===== src/rtl/l1_pkg.sv =====
// Shared L1 types: eviction FSM states and line geometry helpers.
package l1_pkg;

  typedef enum logic [1:0] {
    ST_IDLE = 2'd0,
    ST_LOAD = 2'd1,
    ST_SEND = 2'd2
  } evict_state_e;

  // Bits needed to select a word within a line.
  function automatic int unsigned word_off_w(input int unsigned line_words);
    return $clog2(line_words);
  endfunction

  // Byte-offset bits within a line; these are cleared to form the line base address.
  function automatic int unsigned line_off_w(input int unsigned line_words, input int unsigned width);
    return $clog2(line_words * (width / 8));
  endfunction

endpackage


===== src/rtl/l1_line_evict_if.sv =====
// Eviction request, data-array read port and write-back beat channel of l1_line_evict.
interface l1_line_evict_if #(
  parameter int unsigned WIDTH      = 32,
  parameter int unsigned DEPTH      = 1024,
  parameter int unsigned LINE_WORDS = 4,
  parameter int unsigned ADDR_W     = 32
);
  localparam int unsigned IDX_W   = $clog2(DEPTH / LINE_WORDS);
  localparam int unsigned RADDR_W = $clog2(DEPTH);

  logic               evict_req_val;
  logic               evict_req_rdy;
  logic [IDX_W-1:0]   evict_req_idx;
  logic [ADDR_W-1:0]  evict_req_addr;
  logic [RADDR_W-1:0] mem_raddr;
  logic [WIDTH-1:0]   mem_rdata;
  logic               wb_val;
  logic               wb_rdy;
  logic [ADDR_W-1:0]  wb_addr;
  logic [WIDTH-1:0]   wb_data;
  logic               wb_last;
  logic               evict_done;

  // master: the eviction engine (reads the array, drives write-back beats)
  modport master (
    input  evict_req_val, evict_req_idx, evict_req_addr, mem_rdata, wb_rdy,
    output evict_req_rdy, mem_raddr, wb_val, wb_addr, wb_data, wb_last, evict_done
  );

  // slave: controller, data array and next memory level around the engine
  modport slave (
    output evict_req_val, evict_req_idx, evict_req_addr, mem_rdata, wb_rdy,
    input  evict_req_rdy, mem_raddr, wb_val, wb_addr, wb_data, wb_last, evict_done
  );
endinterface


===== src/rtl/l1_line_evict.sv =====
// Reads one L1 line word by word from the data array and streams it as a
// write-back burst, one address/data beat per accepted word.
module l1_line_evict
  import l1_pkg::*;
#(
  parameter int unsigned WIDTH      = 32,
  parameter int unsigned DEPTH      = 1024,
  parameter int unsigned LINE_WORDS = 4,
  parameter int unsigned ADDR_W     = 32
) (
  input logic          clk,
  input logic          rst,
  l1_line_evict_if.master bus
);

  localparam int unsigned IDX_W  = $clog2(DEPTH / LINE_WORDS);
  localparam int unsigned OFF_W  = word_off_w(LINE_WORDS);
  localparam int unsigned CNT_W  = OFF_W + 1;
  localparam int unsigned LOFF_W = line_off_w(LINE_WORDS, WIDTH);
  localparam int unsigned BYTES  = WIDTH / 8;
  localparam logic [ADDR_W-1:0] LINE_MASK = {{(ADDR_W - LOFF_W){1'b1}}, {LOFF_W{1'b0}}};

  evict_state_e       state_q, state_d;
  logic [IDX_W-1:0]   idx_q, idx_d;
  logic [CNT_W-1:0]   cnt_q, cnt_d;
  logic [ADDR_W-1:0]  base_q, base_d;
  logic               wb_val_q, wb_val_d;
  logic [ADDR_W-1:0]  wb_addr_q, wb_addr_d;
  logic [WIDTH-1:0]   wb_data_q, wb_data_d;
  logic               wb_last_q, wb_last_d;
  logic               done_q, done_d;

  always_ff @(posedge clk) begin
    if (rst) begin
      state_q   <= ST_IDLE;
      idx_q     <= '0;
      cnt_q     <= '0;
      base_q    <= '0;
      wb_val_q  <= 1'b0;
      wb_addr_q <= '0;
      wb_data_q <= '0;
      wb_last_q <= 1'b0;
      done_q    <= 1'b0;
    end else begin
      state_q   <= state_d;
      idx_q     <= idx_d;
      cnt_q     <= cnt_d;
      base_q    <= base_d;
      wb_val_q  <= wb_val_d;
      wb_addr_q <= wb_addr_d;
      wb_data_q <= wb_data_d;
      wb_last_q <= wb_last_d;
      done_q    <= done_d;
    end
  end

  // Next-state and datapath; everything holds unless a transition updates it.
  always_comb begin
    state_d   = state_q;
    idx_d     = idx_q;
    cnt_d     = cnt_q;
    base_d    = base_q;
    wb_val_d  = wb_val_q;
    wb_addr_d = wb_addr_q;
    wb_data_d = wb_data_q;
    wb_last_d = wb_last_q;
    done_d    = 1'b0;
    unique case (state_q)
      ST_IDLE: begin
        if (bus.evict_req_val) begin
          idx_d   = bus.evict_req_idx;
          base_d  = bus.evict_req_addr & LINE_MASK;
          cnt_d   = '0;
          state_d = ST_LOAD;
        end
      end
      ST_LOAD: begin
        wb_data_d = bus.mem_rdata;
        wb_addr_d = base_q;
        wb_last_d = 1'b0;
        wb_val_d  = 1'b1;
        cnt_d     = CNT_W'(1);
        state_d   = ST_SEND;
      end
      ST_SEND: begin
        if (bus.wb_rdy) begin
          if (wb_last_q) begin
            wb_val_d = 1'b0;
            done_d   = 1'b1;
            state_d  = ST_IDLE;
          end else begin
            wb_data_d = bus.mem_rdata;
            wb_addr_d = wb_addr_q + ADDR_W'(BYTES);
            wb_last_d = (cnt_q == CNT_W'(LINE_WORDS - 1));
            cnt_d     = cnt_q + CNT_W'(1);
          end
        end
      end
      default: state_d = ST_IDLE;
    endcase
  end

  // Request acceptance only in IDLE, and never while reset is applied.
  assign bus.evict_req_rdy = (state_q == ST_IDLE) && !rst;
  assign bus.mem_raddr     = {idx_q, cnt_q[OFF_W-1:0]};
  assign bus.wb_val        = wb_val_q;
  assign bus.wb_addr       = wb_addr_q;
  assign bus.wb_data       = wb_data_q;
  assign bus.wb_last       = wb_last_q;
  assign bus.evict_done    = done_q;

endmodule

===== src/flat_wrapper.sv =====
// flat-port wrapper written by rule: the top's interface ports become plain ports
module l1_line_evict_flat import l1_pkg::*;
#(
  parameter int unsigned WIDTH      = 32,
  parameter int unsigned DEPTH      = 1024,
  parameter int unsigned LINE_WORDS = 4,
  parameter int unsigned ADDR_W     = 32
)
  (clk, rst, bus_evict_req_val, bus_evict_req_idx, bus_evict_req_addr, bus_mem_rdata, bus_wb_rdy, bus_evict_req_rdy, bus_mem_raddr, bus_wb_val, bus_wb_addr, bus_wb_data, bus_wb_last, bus_evict_done);
  l1_line_evict_if #(.WIDTH(WIDTH), .DEPTH(DEPTH), .LINE_WORDS(LINE_WORDS), .ADDR_W(ADDR_W)) bus_i ();
  input logic clk;
  input logic rst;
  input wire logic [$bits(bus_i.evict_req_val)-1:0] bus_evict_req_val;
  input wire logic [$bits(bus_i.evict_req_idx)-1:0] bus_evict_req_idx;
  input wire logic [$bits(bus_i.evict_req_addr)-1:0] bus_evict_req_addr;
  input wire logic [$bits(bus_i.mem_rdata)-1:0] bus_mem_rdata;
  input wire logic [$bits(bus_i.wb_rdy)-1:0] bus_wb_rdy;
  output wire logic [$bits(bus_i.evict_req_rdy)-1:0] bus_evict_req_rdy;
  output wire logic [$bits(bus_i.mem_raddr)-1:0] bus_mem_raddr;
  output wire logic [$bits(bus_i.wb_val)-1:0] bus_wb_val;
  output wire logic [$bits(bus_i.wb_addr)-1:0] bus_wb_addr;
  output wire logic [$bits(bus_i.wb_data)-1:0] bus_wb_data;
  output wire logic [$bits(bus_i.wb_last)-1:0] bus_wb_last;
  output wire logic [$bits(bus_i.evict_done)-1:0] bus_evict_done;
  assign bus_i.evict_req_val = bus_evict_req_val;
  assign bus_i.evict_req_idx = bus_evict_req_idx;
  assign bus_i.evict_req_addr = bus_evict_req_addr;
  assign bus_i.mem_rdata = bus_mem_rdata;
  assign bus_i.wb_rdy = bus_wb_rdy;
  assign bus_evict_req_rdy = bus_i.evict_req_rdy;
  assign bus_mem_raddr = bus_i.mem_raddr;
  assign bus_wb_val = bus_i.wb_val;
  assign bus_wb_addr = bus_i.wb_addr;
  assign bus_wb_data = bus_i.wb_data;
  assign bus_wb_last = bus_i.wb_last;
  assign bus_evict_done = bus_i.evict_done;
  l1_line_evict #(.WIDTH(WIDTH), .DEPTH(DEPTH), .LINE_WORDS(LINE_WORDS), .ADDR_W(ADDR_W)) u_core (.clk(clk), .rst(rst), .bus(bus_i));
endmodule

===== config.mk =====
export PLATFORM = sky130hd
export DESIGN_NAME = l1_line_evict_flat
export DESIGN_NICKNAME = d
export VERILOG_FILES = /design/src/rtl/l1_pkg.sv /design/src/rtl/l1_line_evict_if.sv /design/src/rtl/l1_line_evict.sv /design/src/flat_wrapper.sv
export SDC_FILE = /design/constraint.sdc
export NUM_CORES = 1
export LEC_CHECK = 0
export ABC_AREA = 1
export BUFFER_PORTS_ARGS = -buffer_cell sky130_fd_sc_hd__buf_2
export CELL_PAD_IN_SITES_DETAIL_PLACEMENT = 0
export CELL_PAD_IN_SITES_GLOBAL_PLACEMENT = 1
export CORE_ASPECT_RATIO = 1.5
export CORE_MARGIN = 4
export CORE_UTILIZATION = 38
export DETAILED_ROUTE_END_ITERATION = 6
export GPL_TIMING_DRIVEN = 0
export HOLD_SLACK_MARGIN = 0.1
export PLACE_DENSITY_LB_ADDON = 0.1
export SYNTH_ARGS = -nofsm -noshare
export SYNTH_HDL_FRONTEND = slang
export SYNTH_SLANG_ARGS = --single-unit

===== constraint.sdc =====
create_clock -name clk -period 2.6 [get_ports clk]
set_input_delay 0.13 -clock clk [delete_from_list [all_inputs] [get_ports clk]]
set_output_delay 0.13 -clock clk [all_outputs]
set_load 0.01 [all_outputs]

# --- Word-level counts from Yosys, hierarchy flattened ---
# Cells that the tools add are included.
op_classes:
  addsub: 2
  eq_ne: 7
  muxes: 21
  bitwise_logic: 2
  reduce_logical: 12
ops:
  columns: ["op", "count"]
  rows:
  - ["32-bit two-way mux", 4]
  - ["32-bit one-hot mux with 2 select lines", 2]
  - ["32-bit by 3-bit adder with 32-bit output (second input constant)", 1]
  - ["3-bit two-way mux", 3]
  - ["3-bit one-hot mux with 3 select lines", 1]
  - ["3-bit AND reduction", 3]
  - ["2-bit two-way mux", 3]
  - ["2-bit inequality test (second input constant)", 3]
  - ["2-bit one-hot mux with 3 select lines", 1]
  - ["1-bit two-way mux", 5]
  - ["1-bit one-hot mux with 2 select lines", 2]
  - ["2-bit AND reduction", 2]
  - ["4-bit AND reduction", 1]
  - ["3-bit by 1-bit adder with 3-bit output (second input constant)", 1]
  - ["3-bit by 2-bit == test with 1-bit output (second input constant)", 1]
  - ["3-bit nonzero test", 1]
  - ["3-bit OR reduction", 1]
  - ["2-bit by 1-bit == test with 1-bit output (second input constant)", 1]
  - ["2-bit == test (second input constant)", 1]
  - ["2-bit zero test", 1]
  - ["2-bit by 1-bit inequality test with 1-bit output (second input constant)", 1]
  - ["1-bit inverter", 2]
  - ["2-bit nonzero test", 1]
  - ["1-bit logical AND", 1]
  - ["1-bit zero test", 1]
totals:
  ff_bits: 108
  input_bits: 76
  out_inout_bits: 78
  elab_cells: 53

# --- Depth between registers and ports, before layout ---
depth:
  word_depth: 4
  ltp_mapped: 11

# --- Least setup slack after synthesis ---
# Ideal clock, no wire load.
synth_timing:
  kind: "register to register"
  startpoint: "register u_core.state_q[0]"
  endpoint: "register u_core.wb_data_q[21] (netlist: u_core.bus.wb_data[21])"
  setup_ps: 116
  t_arrival_ps: 1527
  t_required_ps: 2484
  setup_slack_ps: 957
  path_stages_with_launch: 12
  n_path_buf: 3
  cell_sequence: "dfxtp_1 -> inv_1 -> ha_1 -> buf_6 -> nand2_1 -> nand2_1 -> nor2_4 -> inv_2 -> buf_6 -> buf_4 -> nor2_1 -> nor2_1"
synth_between:
  elab_chain_len: 3
  word_cells_on_any_way: 7
  classes_between: "4 x eq/ne; 1 x mux; 2 x reduce/logical"
synth_rtl:
  columns: ["element", "line_no", "source"]
  rows:
  - ["start, declared", "l1_line_evict.sv:23", "evict_state_e state_q, state_d;"]
  - ["start signal, assigned", "l1_line_evict.sv:45", "state_q <= state_d;"]
  - ["2-bit == test / 2-bit by 1-bit == test with 1-bit output (equally long branches)", "l1_line_evict.sv:68", "unique case (state_q)"]
  - ["2-bit inequality test (no source line) / 2-bit nonzero test (equally long branches)", null, null]
  - ["3-bit AND reduction (no source line)", null, null]
  - ["end signal, assigned", "l1_line_evict.sv:51", "wb_data_q <= wb_data_d;"]
  - ["end, declared", "l1_line_evict.sv:29", "logic [WIDTH-1:0] wb_data_q, wb_data_d;"]
# Parallel ways exist; a longest one is shown, timed or not.
# A chain may end at the register's enable or synchronous reset.

# --- Final worst setup path ---
layout_timing:
  startpoint: "register u_core.state_q[0]"
  endpoint: "register u_core.wb_addr_q[16] (netlist: u_core.bus.wb_addr[16])"
layout_between:
  elab_chain_len: 3
  word_cells_on_any_way: 7
  classes_between: "4 x eq/ne; 1 x mux; 2 x reduce/logical"
layout_rtl:
  columns: ["element", "line_no", "source"]
  rows:
  - ["2-bit == test / 2-bit by 1-bit == test with 1-bit output (equally long branches)", "l1_line_evict.sv:68", null]
  - ["2-bit inequality test (no source line) / 2-bit nonzero test (equally long branches)", null, null]
  - ["3-bit AND reduction (no source line)", null, null]
  - ["end signal, assigned", "l1_line_evict.sv:50", "wb_addr_q <= wb_addr_d;"]
  - ["end, declared", "l1_line_evict.sv:28", "logic [ADDR_W-1:0] wb_addr_q, wb_addr_d;"]
# Parallel ways exist; a longest one is shown, timed or not.

==> run metrics <==
Placed Area 5930 sq um; GRT Util Overall 21.9%; startpoint types flop; share of cells above drive strength 1 21.3%; Fin. Hold Viols 0; Switch Pwr 2.53 mW; Reg power frac 39.0%; CTS root buffer clkbuf_16; TritonRoute pass-1 iters 5; top cells by instance count after synthesis 149 x nor2_1, 142 x nand2_1, 106 x dfxtp_1; iteration-0 DRC count of the detailed router 212; #FFs+latches synth 106; Area Growth Syn to Fin 38.4%; most frequent cell after synthesis nor2_1; final count of pins violating max slew 0; period utilization 78.2%; crit-path max FO 10; filler cell count in the final layout 1,323; post-CTS resize count 0; Via density 4.84; CP Data Required Time 2.82 ns; DIE HEIGHT 148 microns; Clock Tree Buf Depth 2; crit-path cells inv_1 > ha_1 > buf_6 > nor2_1 > inv_1 > buf_2 > nand2_1 > nand2_1 > nand2_1 > a21oi_1; worst hold slack 0.276 ns; Post-synth EDFFs 0; Worst Path Arrival 2.26 ns; relative slew slack 60.6%; crit-path max cell delay 0.39 ns; Routed WL 16,300 microns; RSZ-0062 raised after global routing false; slowest CP cell dfxtp_1; YS warnings 0; wire per inst 14.5 microns; minimum clock period 2.03 ns; H-tree depth 3; Inst Count DP 1,034; Yosys top cell by area dfxtp_1; initial core utilization 38.6%; DIE AREA 15,100 sq um; Antenna Nets Post-Route 0; VDD IR-drop max 464 uV; Worst Hold Class primary input to flop; Synth async-reset ratio 0%; Clock Power Share 21.7%; Pint 3.69 mW; setup TNS 0 ns; vias in the first global route 5,311; Clock Skew 0.00812 ns; CTS tree built; CP Class flop to flop; synth top area cells dfxtp_1 42%, nor2_1 11%, nand2_1 11%; Yosys top cell area share 42.5%; most frequent CP cell nand2_1; IO buf count 146; die width 102 microns; outcome finished clean; Vias 5,425; Setup Fix Bufs, Post-CTS 0; cell area after layout 6920 sq um; gpl congestion 0.928; Rows 51; Final HPWL DP 12,200 microns; post-synthesis average cell area 6.86 sq um; Fmax 492 MHz; largest net degree at the start of global routing 20; Core Region 13,000 sq um; Final setup viols 0; total gr overflow 0; clock buffer count from CTS 9; Power, Total 6.22 mW; Leak 2.97 nW; Unique masters post-synth 37; nature of the critical path endpoint flop; slew at the pin closest to its max-slew limit 0.591 ns; antenna violations before repair 0; # diodes 0; Mapped Area 5000 sq um; sequential fraction of the synthesis area 42.5%; DR DRC count 0; power per cell area 899 nW/um^2; Sw Ratio 40.6%; clock sinks 106; Comb power frac 39.3%; final cell count without fillers 1,120; Cells after Synth 728; I/O pin count 154; Worst-path clk slew 0.08 ns; fin nets 1,041; worst skew pair latency 0.36 ns; max_cap viols 0; first-pass GRT wire length 26,100 microns; ys flop type dfxtp_1
flip-flops by register name, indices dropped and copies added, names as in the netlist:
register,flops
u_core.bus.wb_data,32
u_core.idx_q,8
u_core.bus.wb_last,1
u_core.state_q,2
u_core.bus.evict_done,1
u_core.bus.wb_addr,30
u_core.bus.wb_val,1
u_core.cnt_q,3
u_core.base_q,28
per-layer routing:
metal  GRT usage [%]  vias up  share of wire [%]
met2            40.0      151                 53
met4            6.72        0                2.3
met3            4.79       21                5.4
met1            25.0     2461                 39
met5               0        -                  0
li1                -     2792                  -
cells in the final DEF, fill, tap and decap left out, drive strengths merged:
cell         netlist  layout
or2                1       1
nor3               1       1
a22oi              1       1
o22ai              9       9
nand4              2       2
buf               20     166
a31oi              1       1
a21oi             63      63
nand2            147     147
a211oi             2       2
nand3             29      29
nor2             160     160
clkbuf            20      29
clkinvlp           0       1
dfxtp            106     106
clkinv             1       4
and2               1       1
o211ai             7       7
o221ai             1       1
dlygate4sd3        0      70
o21bai             1       1
xnor2              1       1
inv               61      64
conb               1       2
ha                 9       9
o21ai             83      83
cells by family (layout without fill, tap and decap cells):
| group | count (synthesis) | in the layout | share of synthesized area [%] |
|---|---|---|---|
| adder cells (fa/ha/maj) | 9 | 9 | 2.25 |
| other | 1 | 2 | 0.0750 |
| buffers and inverters | 102 | 334 | 8.84 |
| XOR/XNOR | 1 | 1 | 0.175 |
| AND/OR/NAND/NOR | 341 | 341 | 28.2 |
| AO/OA/AOI/OAI | 168 | 168 | 18.0 |
| flip-flops | 106 | 106 | 42.5 |
power by group through the flow:
stage	Clock [mW]	Combinational, mW	Sequential (mW)
6_report	1.35	2.44	2.43
2_1_floorplan	0	1.39	2.54
4_1_cts	1.39	2.48	2.43
3_3_place_gp	0	2.34	2.44
3_5_place_dp	0	2.38	2.46
5_1_grt	1.44	2.77	2.49
worst paths after layout:
| check | start | to | slack, ns | cells after the start |
|---|---|---|---|---|
| max | u_core.state_q[0] | u_core.bus.wb_addr[16] | 0.57 | 10 |
| min | bus_evict_req_val | u_core.state_q[1] | 0.28 | 3 |
| max reg2reg | u_core.state_q[0] | u_core.bus.wb_addr[16] | 0.57 | 10 |
| min reg2reg | u_core.base_q[20] | u_core.base_q[20] | 0.46 | 2 |
critical path: cells and delay by family, from the launching register on:
family / cells / cell delay (ns)
AO/OA/AOI/OAI: 1 / 0.06
adder cells (fa/ha/maj): 1 / 0.22
buffers and inverters: 4 / 0.65
flip-flops: 1 / 0.39
AND/OR/NAND/NOR: 4 / 0.59
area by class of cell:
class	instances	area [sq um]	area share (%)
buffer	40	209	3.02
timing repair buffer	216	1430	20.7
clock inverter	7	61.3	0.886
multi-input combinational	521	2440	35.2
clock buffer	9	225	3.26
tap	159	199	2.88
inverter	62	233	3.36
sequential	106	2120	30.7
through the flow:
| step | util [%] | worst slack (ns) |
|---|---|---|
| 5_1_grt | 53.4 | 0.346 |
| 3_5_place_dp | 45.8 | 0.545 |
| 3_3_place_gp | 45.8 | 0.594 |
| 4_1_cts | 53.4 | 0.542 |
| 6_report | 53.4 | 0.566 |
| 2_1_floorplan | - | 0.957 |
repair_timing:
action / in CTS / in global routing
hold buffers: 70 / 0
endpoints found under the hold margin: 73 / 0
setup endpoints to repair: 0 / 0
Note: power is estimated with default switching activity, not from simulation.
